**config.mk**
```make
export PLATFORM = sky130hd
export DESIGN_NAME = cdb_arbiter_flat
export DESIGN_NICKNAME = d
export VERILOG_FILES = /design/src/rtl/fcpu_pkg.sv /design/src/rtl/cdb_arbiter_if.sv /design/src/rtl/cdb_arbiter_pick.sv /design/src/rtl/cdb_arbiter.sv /design/src/flat_wrapper.sv
export SDC_FILE = /design/constraint.sdc
export NUM_CORES = 1
export LEC_CHECK = 0
export ABC_AREA = 1
export BUFFER_PORTS_ARGS = -buffer_cell sky130_fd_sc_hd__buf_4
export CORE_MARGIN = 5
export CORE_UTILIZATION = 38
export DETAILED_ROUTE_END_ITERATION = 8
export HOLD_SLACK_MARGIN = 0.08
export PLACE_DENSITY_LB_ADDON = 0.2
export SLEW_MARGIN = 5
export SYNTH_ARGS = -nofsm -noshare
export SYNTH_HDL_FRONTEND = slang
export SYNTH_SLANG_ARGS = --single-unit
```
**constraint.sdc**
```tcl
create_clock -name clk -period 1.07 [get_ports clk]
set_input_delay 0.1605 -clock clk [delete_from_list [all_inputs] [get_ports clk]]
set_output_delay 0.1605 -clock clk [all_outputs]
set_load 0.02 [all_outputs]
```
**src/rtl/fcpu_pkg.sv**
```systemverilog
// fcpu_pkg: core-wide widths and types shared by the CDB arbiter and its users.
// A CDB word is {rsv_id, data}. The arbitration policy is chosen with arb_mode_t.
package fcpu_pkg;

  localparam int RSV_ID_W = 4;
  localparam int DATA_W   = 32;
  localparam int CDB_W    = RSV_ID_W + DATA_W;

  // ARB_RR rotates priority after every transfer; ARB_FIXED always favours the lowest index
  typedef enum logic {
    ARB_RR,
    ARB_FIXED
  } arb_mode_t;

  // Field view of a broadcast word, for consumers that want to split it
  typedef struct packed {
    logic [RSV_ID_W-1:0] rsvId;
    logic [DATA_W-1:0]   data;
  } cdb_word_t;

  // Width of a unit index; at least one bit so a single-unit build still has a src field
  function automatic int srcWidth(input int n);
    return (n > 1) ? $clog2(n) : 1;
  endfunction

endpackage

```
**src/rtl/cdb_arbiter_if.sv**
```systemverilog
// cdb_arbiter_if: bundles the functional-unit request side and the broadcast side
// of the common data bus. "master" is the unit/consumer side, "slave" the arbiter.
interface cdb_arbiter_if #(
  parameter int N_UNITS = 2,
  parameter int CDB_W   = fcpu_pkg::CDB_W
);

  localparam int SRC_W = fcpu_pkg::srcWidth(N_UNITS);

  // Request side: one result word and one valid per unit, grant returned per unit
  logic [N_UNITS-1:0][CDB_W-1:0] i_cdb;
  logic [N_UNITS-1:0]            i_valid;
  logic [N_UNITS-1:0]            i_ready;

  // Branch miss
  logic                          flush;

  // Registered broadcast
  logic [CDB_W-1:0]              cdb;
  logic                          cdb_valid;
  logic [SRC_W-1:0]              cdb_src;

  modport master (
    output i_cdb,
    output i_valid,
    output flush,
    input  i_ready,
    input  cdb,
    input  cdb_valid,
    input  cdb_src
  );

  modport slave (
    input  i_cdb,
    input  i_valid,
    input  flush,
    output i_ready,
    output cdb,
    output cdb_valid,
    output cdb_src
  );

endinterface

```
**src/rtl/cdb_arbiter_pick.sv**
```systemverilog
// rr_priority_pick: purely combinational rotating priority picker.
// The request vector is rotated so that index "start" sits at bit 0, the lowest
// set bit is isolated, and the one-hot result is rotated back. With start tied
// to 0 this degenerates to a plain lowest-index-wins picker.
module rr_priority_pick
  import fcpu_pkg::*;
#(
  parameter int N     = 2,
  parameter int SRC_W = srcWidth(N)
) (
  input  logic [N-1:0]     req,
  input  logic [SRC_W-1:0] start,
  output logic [N-1:0]     grant,
  output logic [SRC_W-1:0] grant_idx
);

  logic [N-1:0] w_reqRot;
  logic [N-1:0] w_grantRot;
  int           w_rotIdx;
  int           w_sumIdx;

  // Rotate right by start: bit j of w_reqRot is req[(j + start) mod N]
  assign w_reqRot = N'({req, req} >> start);

  // Lowest set bit of the rotated request, both as one-hot and as an offset from start
  always_comb begin
    w_grantRot = '0;
    w_rotIdx   = 0;
    for (int k = N - 1; k >= 0; k--) begin
      if (w_reqRot[k]) begin
        w_grantRot    = '0;
        w_grantRot[k] = 1'b1;
        w_rotIdx      = k;
      end
    end
  end

  // Rotate the one-hot back left by start to get the grant in unit numbering
  assign grant = N'(({w_grantRot, w_grantRot} << start) >> N);

  // Convert the offset back to an absolute index; reads 0 when nothing is requested
  always_comb begin
    w_sumIdx = w_rotIdx + int'(start);
    if (w_sumIdx >= N) begin
      w_sumIdx = w_sumIdx - N;
    end
    grant_idx = SRC_W'(w_sumIdx);
    if (w_reqRot == '0) begin
      grant_idx = '0;
    end
  end

endmodule

```
**src/rtl/cdb_arbiter.sv**
```systemverilog
// cdb_arbiter: picks at most one functional-unit result per cycle and broadcasts
// it on a registered common data bus. Grants are combinational from the request
// vector and the round-robin pointer; the broadcast appears one cycle later.
// A branch miss (flush) blocks all grants, so the following cycle is idle, while
// a word already on the bus finishes its cycle untouched.
// nrst is active-high despite its name; the name matches the core port list.
module cdb_arbiter
  import fcpu_pkg::*;
#(
  parameter int        N_UNITS = 2,
  parameter arb_mode_t MODE    = ARB_RR,
  parameter int        CDB_W   = fcpu_pkg::CDB_W
) (
  input logic          clk,
  input logic          nrst,
  cdb_arbiter_if.slave bus
);

  localparam int SRC_W = srcWidth(N_UNITS);
  localparam logic [SRC_W-1:0] LAST_IDX = SRC_W'(N_UNITS - 1);

  logic [SRC_W-1:0]   r_rrPtr;
  logic [SRC_W-1:0]   w_start;
  logic [N_UNITS-1:0] w_grant;
  logic [SRC_W-1:0]   w_grantIdx;
  logic [N_UNITS-1:0] w_ready;
  logic               w_xfer;
  logic [CDB_W-1:0]   w_word;

  logic [CDB_W-1:0]   r_cdb;
  logic               r_cdbValid;
  logic [SRC_W-1:0]   r_cdbSrc;

  // Fixed priority always searches from unit 0; round-robin starts at the pointer
  assign w_start = (MODE == ARB_FIXED) ? '0 : r_rrPtr;

  rr_priority_pick #(
    .N     (N_UNITS),
    .SRC_W (SRC_W)
  ) u_pick (
    .req       (bus.i_valid),
    .start     (w_start),
    .grant     (w_grant),
    .grant_idx (w_grantIdx)
  );

  // Grants are gated by flush and reset; a grant is only ever given to a valid
  // unit, so any surviving grant bit is a transfer
  assign w_ready     = (bus.flush || nrst) ? '0 : w_grant;
  assign bus.i_ready = w_ready;
  assign w_xfer      = |w_ready;

  // One-hot AND-OR select of the granted unit's word; zero when nobody is granted
  always_comb begin
    w_word = '0;
    for (int k = 0; k < N_UNITS; k++) begin
      w_word = w_word | (bus.i_cdb[k] & {CDB_W{w_ready[k]}});
    end
  end

  // Round-robin pointer: moves to the unit after the winner on each transfer,
  // wrapping to 0 after the last unit; idle and flush cycles leave it alone
  always_ff @(posedge clk or posedge nrst) begin
    if (nrst) begin
      r_rrPtr <= '0;
    end else if ((MODE == ARB_RR) && w_xfer) begin
      if (w_grantIdx == LAST_IDX) begin
        r_rrPtr <= '0;
      end else begin
        r_rrPtr <= w_grantIdx + 1'b1;
      end
    end
  end

  // Broadcast register: loads the winner's word and index, otherwise drives an idle bus of zeros
  always_ff @(posedge clk or posedge nrst) begin
    if (nrst) begin
      r_cdb      <= '0;
      r_cdbValid <= 1'b0;
      r_cdbSrc   <= '0;
    end else if (w_xfer) begin
      r_cdb      <= w_word;
      r_cdbValid <= 1'b1;
      r_cdbSrc   <= w_grantIdx;
    end else begin
      r_cdb      <= '0;
      r_cdbValid <= 1'b0;
      r_cdbSrc   <= '0;
    end
  end

  assign bus.cdb       = r_cdb;
  assign bus.cdb_valid = r_cdbValid;
  assign bus.cdb_src   = r_cdbSrc;

endmodule

```
**src/flat_wrapper.sv**
```systemverilog
// flat-port wrapper written by rule: the top's interface ports become plain ports
module cdb_arbiter_flat import fcpu_pkg::*;
#(
  parameter int        N_UNITS = 2,
  parameter arb_mode_t MODE    = ARB_RR,
  parameter int        CDB_W   = fcpu_pkg::CDB_W
)
  (clk, nrst, bus_i_cdb, bus_i_valid, bus_flush, bus_i_ready, bus_cdb, bus_cdb_valid, bus_cdb_src);
  cdb_arbiter_if #(.N_UNITS(N_UNITS), .CDB_W(CDB_W)) bus_i ();
  input logic clk;
  input logic nrst;
  input wire logic [$bits(bus_i.i_cdb)-1:0] bus_i_cdb;
  input wire logic [$bits(bus_i.i_valid)-1:0] bus_i_valid;
  input wire logic [$bits(bus_i.flush)-1:0] bus_flush;
  output wire logic [$bits(bus_i.i_ready)-1:0] bus_i_ready;
  output wire logic [$bits(bus_i.cdb)-1:0] bus_cdb;
  output wire logic [$bits(bus_i.cdb_valid)-1:0] bus_cdb_valid;
  output wire logic [$bits(bus_i.cdb_src)-1:0] bus_cdb_src;
  assign bus_i.i_cdb = bus_i_cdb;
  assign bus_i.i_valid = bus_i_valid;
  assign bus_i.flush = bus_flush;
  assign bus_i_ready = bus_i.i_ready;
  assign bus_cdb = bus_i.cdb;
  assign bus_cdb_valid = bus_i.cdb_valid;
  assign bus_cdb_src = bus_i.cdb_src;
  cdb_arbiter #(.N_UNITS(N_UNITS), .MODE(MODE), .CDB_W(CDB_W)) u_core (.clk(clk), .nrst(nrst), .bus(bus_i));
endmodule
```
==> impl_metrics.ini, run 1 <==
[status]
status = finished with violations
failed_checks = setup timing

[setup_path]
crit_chain = nand2_2 -> nand3_2 -> inv_2 -> buf_6
critical_path_class = reg -> out
r2r_cells = 5
end_kind = primary output
slowest_delay_ps = 410
rrSetupSlack_ps = -10
start_kind = flip-flop
r2r-end = u_core.bus.cdb[31]
crit_fanout = 3
r2r-start = u_core.r_rrPtr
critPathSlowestCell = dfrtp_1
cp_data_arrival_time_ps = 1050
cp.required_ps = 910

[yosys]
synth_area_leader_cell = dfrtp_1
netlist_instances = 184
synth-edff-count = 0
synth_common_cells = 72 x nand4_1, 41 x nand2_1, 39 x dfrtp_1
synth_fp_nets = 261
synthTopCellsByArea = dfrtp_1 54%, nand4_1 25%, nand2_1 8.6%
netlist_area_um2 = 1795
ys.flop_type = dfrtp_1
ys_seq_area_frac = 0.5436
yosysWarnings = 0
syn_avg_cell_area_um2 = 9.758
ys_ff_latch = 39
synthDominantCellAreaShare = 0.5436
async_flop_share = 1.000
synth.most_common_cell = nand4_1
synth_cell_type_count = 13

[placement]
finalWeightedCongestion = 0.7308
placed_cells = 342
dp_hpwl_mm = 3.964
place.port_buffers = 116
dpl_worst_slack_ps = 19.25

[timing]
post-route-period-util = 1.131
hold_viol = 0
fin_skew_ps = 3.822
min_period_ps = 1210
max_freq_mhz = 826.3
rsz0062_at_grt = yes
setup_violations = 7
setup_ws_ps = -140.2
slew_violations = 0
relSlewSlack = 0.8514
worst_slew_pin_slew_ps = 222.9

[drt]
drtIter0Drc = 70
vias = 1902
wire_per_inst_um = 16.12
drcViolationCount = 0
ant_nets = 0
wirelength_mm = 5.721
vias_per_cell = 5.358
drt_first_pass_iters = 4

[cts]
clk_pin_slew_ps = 70
cts.sinks = 39
clock-root-buffer = clkbuf_8
clock_path_buffers = 2
clk_latency_ps = 280
numCtsBuffers = 5
htreeDepth = 2
tritoncts = done

[layout]
finalNetCount = 377
final_cells = 355
n_antenna_cell = 0
drive_gt1_frac = 0.4817
fill_cells = 421
final_util = 0.6209
syn2layout_area_growth_pct = 61.18

[pwr]
p_per_area_nw_per_um2 = 1222
ir_worst_vdd_mv = 0.5949
leakagePower_nw = 1.599

[flow_run]
cap_viol_max_count = 0

[global_route]
grt_pass1_wl_mm = 8.825
antenna_found_initial = 0
grt_usage = 0.1808
grt-ovfl-total = 0
grt_pass1_vias = 1881
grt_max_degree = 49

[floorplanning]
die_area_um2 = 6200
rows = 25
die_height_um = 78.74
core_um2 = 4661
start_util = 0.3852
die_w_um = 78.74
io_pins = 117

[worst_hold_path]
hold-path-cell-count = 3
hp-class = in -> reg
hp-start = bus_i_cdb[44]
min_to = u_core.bus.cdb[8]
## flip-flops by register name, summed over array words and instances (netlist names)
signal / count
u_core.r_rrPtr: 1
u_core.bus.cdb: 36
u_core.bus.cdb_src: 1
u_core.bus.cdb_valid: 1
## power breakdown
group | internal [mW] | total, mW | switching, mW
registers | 1.55 | 1.58 | 0.0271
logic | 0.426 | 0.891 | 0.465
clock network | 0.588 | 1.07 | 0.481
## what timing repair did
action	4_1_cts	5_1_grt
buffers inserted	1	1
setup endpoints to repair	3	38
gates cloned	0	2
hold buffers	1	0
hold endpoints to repair	39	0
pin swaps	1	1
resized for setup	5	1
## worst max-delay path: cells and delay by family (launching register included)
kind	cells	cell delay [ps]
AND/OR/NAND/NOR	2	180
buffers and inverters	2	180
flip-flops	1	410
## kinds of logic (layout without fill, tap and decap cells)
kind of cell / Yosys count / in the layout / share of synthesized area
flops: 39 / 39 / 0.5436
simple gates: 117 / 117 / 0.3554
buf+inv: 26 / 143 / 0.09547
compound gates: 2 / 2 / 0.005575
## layout make-up
cell class              instances  area, um^2  area share
clock buffers                   8       100.1     0.03459
inverters                       3       11.26    0.003891
multi-input cells             119       665.6      0.2300
flip-flops and latches         39       975.9      0.3372
well taps                      54       67.56     0.02335
repair buffers                132        1074      0.3709
## routing by layer
layer | wire [um] | track usage
met1 | 2191 | 0.2113
met2 | 2881 | 0.3081
met3 | 535 | 0.06122
met4 | 112 | 0.06469
met5 | 0 | 0
## worst max path at each step
stage,from,endpoint,slack (ps),cells after the start
floorplan,nrst,u_core.bus.cdb[0],20,1
global placement,nrst,bus_i_ready[1],20,5
detailed placement,u_core.r_rrPtr,u_core.bus.cdb[27],20,4
CTS,u_core.r_rrPtr,bus_i_ready[0],-150,4
global route,u_core.r_rrPtr,bus_i_ready[0],-210,4
finish,u_core.r_rrPtr,bus_i_ready[0],-140,4
## cell usage in the layout (no fill, tap or decap), drive strengths merged
master,count
dlygate4sd3,1
buf,129
a21oi,2
nand3,1
nand4,72
inv,3
dfrtp,39
nor2,1
nand2,43
clkbuf,10
## through the flow
step	cell area (um^2)	setup TNS [ps]	hold WS [ps]	total power [mW]
floorplan	1795	0	308.4	1.998
global placement	2694	0	262.7	2.407
detailed placement	2694	0	261.3	2.414
CTS	2833	-297.7	115.6	3.520
global route	2894	-2109	123.8	3.713
finish	2894	-311.1	122.1	3.535
Note: power is estimated with default switching activity, not from simulation.
==> run 2, diff against run 1 <==
--- a/config.mk
+++ b/config.mk
@@ -6,10 +6,10 @@
 export NUM_CORES = 1
 export LEC_CHECK = 0
 export ABC_AREA = 1
-export BUFFER_PORTS_ARGS = -buffer_cell sky130_fd_sc_hd__buf_4
 export CORE_MARGIN = 5
-export CORE_UTILIZATION = 38
+export CORE_UTILIZATION = 65
 export DETAILED_ROUTE_END_ITERATION = 8
+export DONT_BUFFER_PORTS = 1
 export HOLD_SLACK_MARGIN = 0.08
 export PLACE_DENSITY_LB_ADDON = 0.2
 export SLEW_MARGIN = 5
==> constraint.sdc (replaced) <==
create_clock -name clk -period 1.5 [get_ports clk]
set_input_delay 0.225 -clock clk [delete_from_list [all_inputs] [get_ports clk]]
set_output_delay 0.225 -clock clk [all_outputs]
set_load 0.02 [all_outputs]
==> impl_metrics.ini, run 2 (synthesized netlist as in run 1, its figures left out) <==
[layout]
syn2layout_area_growth_pct = 45.16
layout_commonest_cell = dlygate4sd3_1
fill_cells = 57
final_area_um2 = 2606
largest_reg_flops = 36
finalNetCount = 329
final_util = 0.9617
final_cell_mix = 77 x dlygate4sd3_1, 72 x nand4_1, 41 x nand2_1
drive_gt1_frac = 0.07540
regArea_um2 = 975.9
final_cells = 284
multi_input_area_um2 = 648.1

[drt]
drt_first_pass_iters = 7
wirelength_mm = 7.963
drtIter0Drc = 457
ant_nets = 0
vias = 2082
wire_per_inst_um = 28.04
vias_per_cell = 7.331
drcViolationCount = 0

[cts]
cts.sinks = 39
clk_pin_slew_ps = 140
clk_latency_ps = 360
tritoncts = done
numCtsBuffers = 5
htreeDepth = 2
clock_path_buffers = 2
clock-root-buffer = clkbuf_4

[floorplanning]
core_um2 = 2710
io_pins = 117
rows = 19
die_w_um = 62.56
die_height_um = 62.56
die_area_um2 = 3913
start_util = 0.6625

[placement]
dpl_worst_slack_ps = 456.4
place.port_buffers = 0
finalWeightedCongestion = 0.7832
dp_hpwl_mm = 2.854
place_area_um2 = 1737
placed_cells = 197

[setup_path]
critical_path_class = reg -> out
end_kind = primary output
crit_fanout = 3
slowest_delay_ps = 460
critPathSlowestCell = dfrtp_1
start_kind = flip-flop
cp.required_ps = 1270
crit_chain = inv_2 -> a21oi_1 -> buf_4
cp_data_arrival_time_ps = 1260

[timing]
hold_slack_ps = 96.45
worst_slew_pin_slew_ps = 559.3
fin_skew_ps = 26.52
setup_ws_ps = 11.16
setup_violations = 0
post-route-period-util = 0.9926
max_freq_mhz = 671.7
relSlewSlack = 0.6259
slew_violations = 0
hold_viol = 0
tns_ps = 0
min_period_ps = 1489

[global_route]
grt_max_degree = 73
grt_pass1_wl_mm = 11.29
grt-ovfl-total = 0
antenna_found_initial = 1
grt_pass1_vias = 2018
grt_usage = 0.3768

[status]
status = finished, final reports clean

[worst_hold_path]
hp-class = in -> reg

[pwr]
power_mw = 2.246
leakagePower_nw = 1.275
p_per_area_nw_per_um2 = 861.9
ir_worst_vdd_mv = 1.032

[flow_run]
cap_viol_max_count = 0
run 2: cell types whose count changed in the layout (fill, tap and decap cells not counted), moves of 2 or more:
cell / delta
clkbuf_8: -6
buf_4: -121
clkbuf_16: -2
dlygate4sd3_1: +76
clkbuf_4: +5
buf_6: -2
run 2: report_power, final:
part	total, mW	switching [mW]	internal, mW
Sequential	1.20	0.0997	1.10
Clock	0.572	0.354	0.218
Combinational	0.471	0.265	0.206
run 2: layer usage:
layer / track usage / vias to the layer above / share of wire
met5: 0 / - / 0
met4: 0.2228 / 0 / 0.088
met3: 0.1475 / 62 / 0.15
met2: 0.6295 / 262 / 0.48
met1: 0.3974 / 943 / 0.29
li1: - / 815 / -
run 2: area by class of cell:
cell class	instances	share of cell area
Tap cell	31	0.01488
Clock buffer	6	0.01968
Inverter	3	0.004321
Clock inverter	1	0.001920
Timing Repair Buffer	84	0.3351
Sequential cell	39	0.3745
Multi-Input combinational cell	119	0.2487
Antenna cell	1	0.0009602
run 2: worst paths after layout:
kind	cells past startpoint	start	slack [ps]	endpoint
setup reg to reg	3	u_core.r_rrPtr	140	u_core.bus.cdb_src
min in group asynchronous	2	nrst	360	u_core.bus.cdb[0]
setup / recovery	3	u_core.r_rrPtr	10	bus_i_ready[1]
max in group asynchronous	2	nrst	740	u_core.bus.cdb[5]
hold / removal	3	bus_flush	100	u_core.r_rrPtr
hold reg to reg	2	u_core.r_rrPtr	650	u_core.r_rrPtr
run 2: timing repair:
item | in CTS | in global routing
hold buffers | 79 | 0
setup buffers | 0 | 0
hold endpoints to repair | 50 | 0
setup endpoints to repair | 0 | 1
gates resized for setup | 0 | 1
run 2: critical path: cells and delay by family (launching register included):
kind	cells	cell delay (ps)
buffers and inverters	2	260
AOI/OAI and AO/OA	1	170
DFF	1	460
==> run 3, diff against run 2 <==
--- a/config.mk
+++ b/config.mk
@@ -8,10 +8,11 @@
 export ABC_AREA = 1
 export CORE_MARGIN = 5
 export CORE_UTILIZATION = 65
+export CTS_BUF_LIST = sky130_fd_sc_hd__clkbuf_8
 export DETAILED_ROUTE_END_ITERATION = 8
 export DONT_BUFFER_PORTS = 1
 export HOLD_SLACK_MARGIN = 0.08
-export PLACE_DENSITY_LB_ADDON = 0.2
+export PLACE_DENSITY = 0.85
 export SLEW_MARGIN = 5
 export SYNTH_ARGS = -nofsm -noshare
 export SYNTH_HDL_FRONTEND = slang
==> impl_metrics.ini, run 3 (synthesized netlist as in run 1, its figures left out) <==
[status]
status = finished, final reports clean

[setup_path]
end_kind = primary output
cp_data_arrival_time_ps = 1070
r2r-start = u_core.r_rrPtr
slowest_delay_ps = 410
path_delay_family = flip-flops
start_kind = flip-flop
crit_fanout = 3
cp.required_ps = 1270
crit_path_start = u_core.r_rrPtr
worst-path-buf-inv = 2
critPathSlowestCell = dfrtp_1
critical_path_class = reg -> out
crit_chain = inv_2 -> a21oi_1 -> buf_4

[global_route]
grt_pass1_wl_mm = 7.127
grt_usage = 0.2246
antenna_found_initial = 0
grt_max_degree = 41
grt_pass1_vias = 1432
grt-ovfl-total = 0

[layout]
finalNetCount = 254
syn2layout_area_growth_pct = 2.996
final_area_um2 = 1849
regArea_um2 = 975.9
layout_commonest_cell = nand4_1
final_cells = 209
final_cell_mix = 72 x nand4_1, 41 x nand2_1, 39 x dfrtp_1
final_util = 0.6824
largest_reg_flops = 36
fill_cells = 205
multi_input_area_um2 = 648.1
n_antenna_cell = 0
drive_gt1_frac = 0.09551

[drt]
drt_first_pass_iters = 4
wire_per_inst_um = 20.92
vias = 1475
vias_per_cell = 7.057
drtIter0Drc = 168
drcViolationCount = 0
ant_nets = 0
wirelength_mm = 4.373

[pwr]
leakagePower_nw = 0.9629
p_per_area_nw_per_um2 = 1161
pwr-share-clk = 0.343
combinationalPowerShare = 0.100
p_int_mw = 1.575
pwr-share-seq = 0.557
power_mw = 2.147
p_sw_uw = 572.1
switching_share = 0.2664
ir_worst_vdd_mv = 0.8343

[cts]
clock_path_buffers = 2
cts.sinks = 39
htreeDepth = 2
clock-root-buffer = clkbuf_8
cts_resized = 0
numCtsBuffers = 5
clk_latency_ps = 280
tritoncts = done
clk_pin_slew_ps = 80

[timing]
setup_ws_ps = 206.3
post-route-period-util = 0.8624
fin_skew_ps = 10.09
min_period_ps = 1294
setup_violations = 0
hold_slack_ps = 91.21
relSlewSlack = 0.7460
max_freq_mhz = 773.0
rsz0062_at_grt = no
tns_ps = 0
slew_violations = 0
worst_slew_pin_slew_ps = 381.1
hold_viol = 0

[floorplanning]
io_pins = 117
rows = 19
start_util = 0.6625
die_area_um2 = 3913
core_um2 = 2710
die_w_um = 62.56
die_height_um = 62.56

[placement]
dpl_worst_slack_ps = 255.7
dp_hpwl_mm = 2.939
place_area_um2 = 1719
placed_cells = 198
place.port_buffers = 0
finalWeightedCongestion = 0.8376

[worst_hold_path]
hp-class = in -> reg
hp-start = bus_i_cdb[37]

[flow_run]
cap_viol_max_count = 0
==> run 3: cell count changes in the layout (fill, tap and decap cells not counted), moves of 2 or more <==
| cell | change |
|---|---|
| buf_4 | +3 |
| buf_12 | -4 |
| inv_1 | +2 |
| dlygate4sd3_1 | -74 |
| clkbuf_4 | -5 |
| clkbuf_8 | +6 |
==> run 3: timing repair <==
action / 4_1_cts / 5_1_grt
hold buffers: 2 / 1
endpoints found under the hold margin: 41 / 1
setup buffers: 0 / 0
==> run 3: per-layer routing <==
metal / GRT usage / part of all wire / up-vias / routed length, um
li1: - / - / 662 / -
met1: 0.2706 / 0.37 / 728 / 1629
met2: 0.3860 / 0.53 / 81 / 2312
met3: 0.08993 / 0.093 / 4 / 408
met4: 0.03183 / 0.0053 / 0 / 23
met5: 0 / 0 / - / 0
==> run 3: path summary, 6_finish.rpt <==
path	to	slack, ps	cells past startpoint
worst min register to register	u_core.r_rrPtr	560	2
max in group asynchronous	u_core.bus.cdb[25]	820	3
min in group asynchronous	u_core.r_rrPtr	430	3
worst min-delay path	u_core.bus.cdb[1]	90	2
worst max-delay path	bus_i_ready[1]	210	3
worst max register to register	u_core.bus.cdb[10]	320	4
==> run 3: final cells by class <==
cell class,count,area share
sequential,39,0.5277
inverter,3,0.006089
multi-input combinational,119,0.3505
tap,31,0.02097
timing repair buffer,9,0.04060
clock inverter,1,0.002030
clock buffer,7,0.05210
==> run 3: power by group through the flow <==
stage	clock [mW]	sequential [mW]	combinational, mW
2_1_floorplan	0	1.21	0.218
3_3_place_gp	0	1.22	0.193
3_5_place_dp	0	1.22	0.206
4_1_cts	0.741	1.20	0.211
5_1_grt	0.825	1.20	0.244
6_report	0.737	1.20	0.215
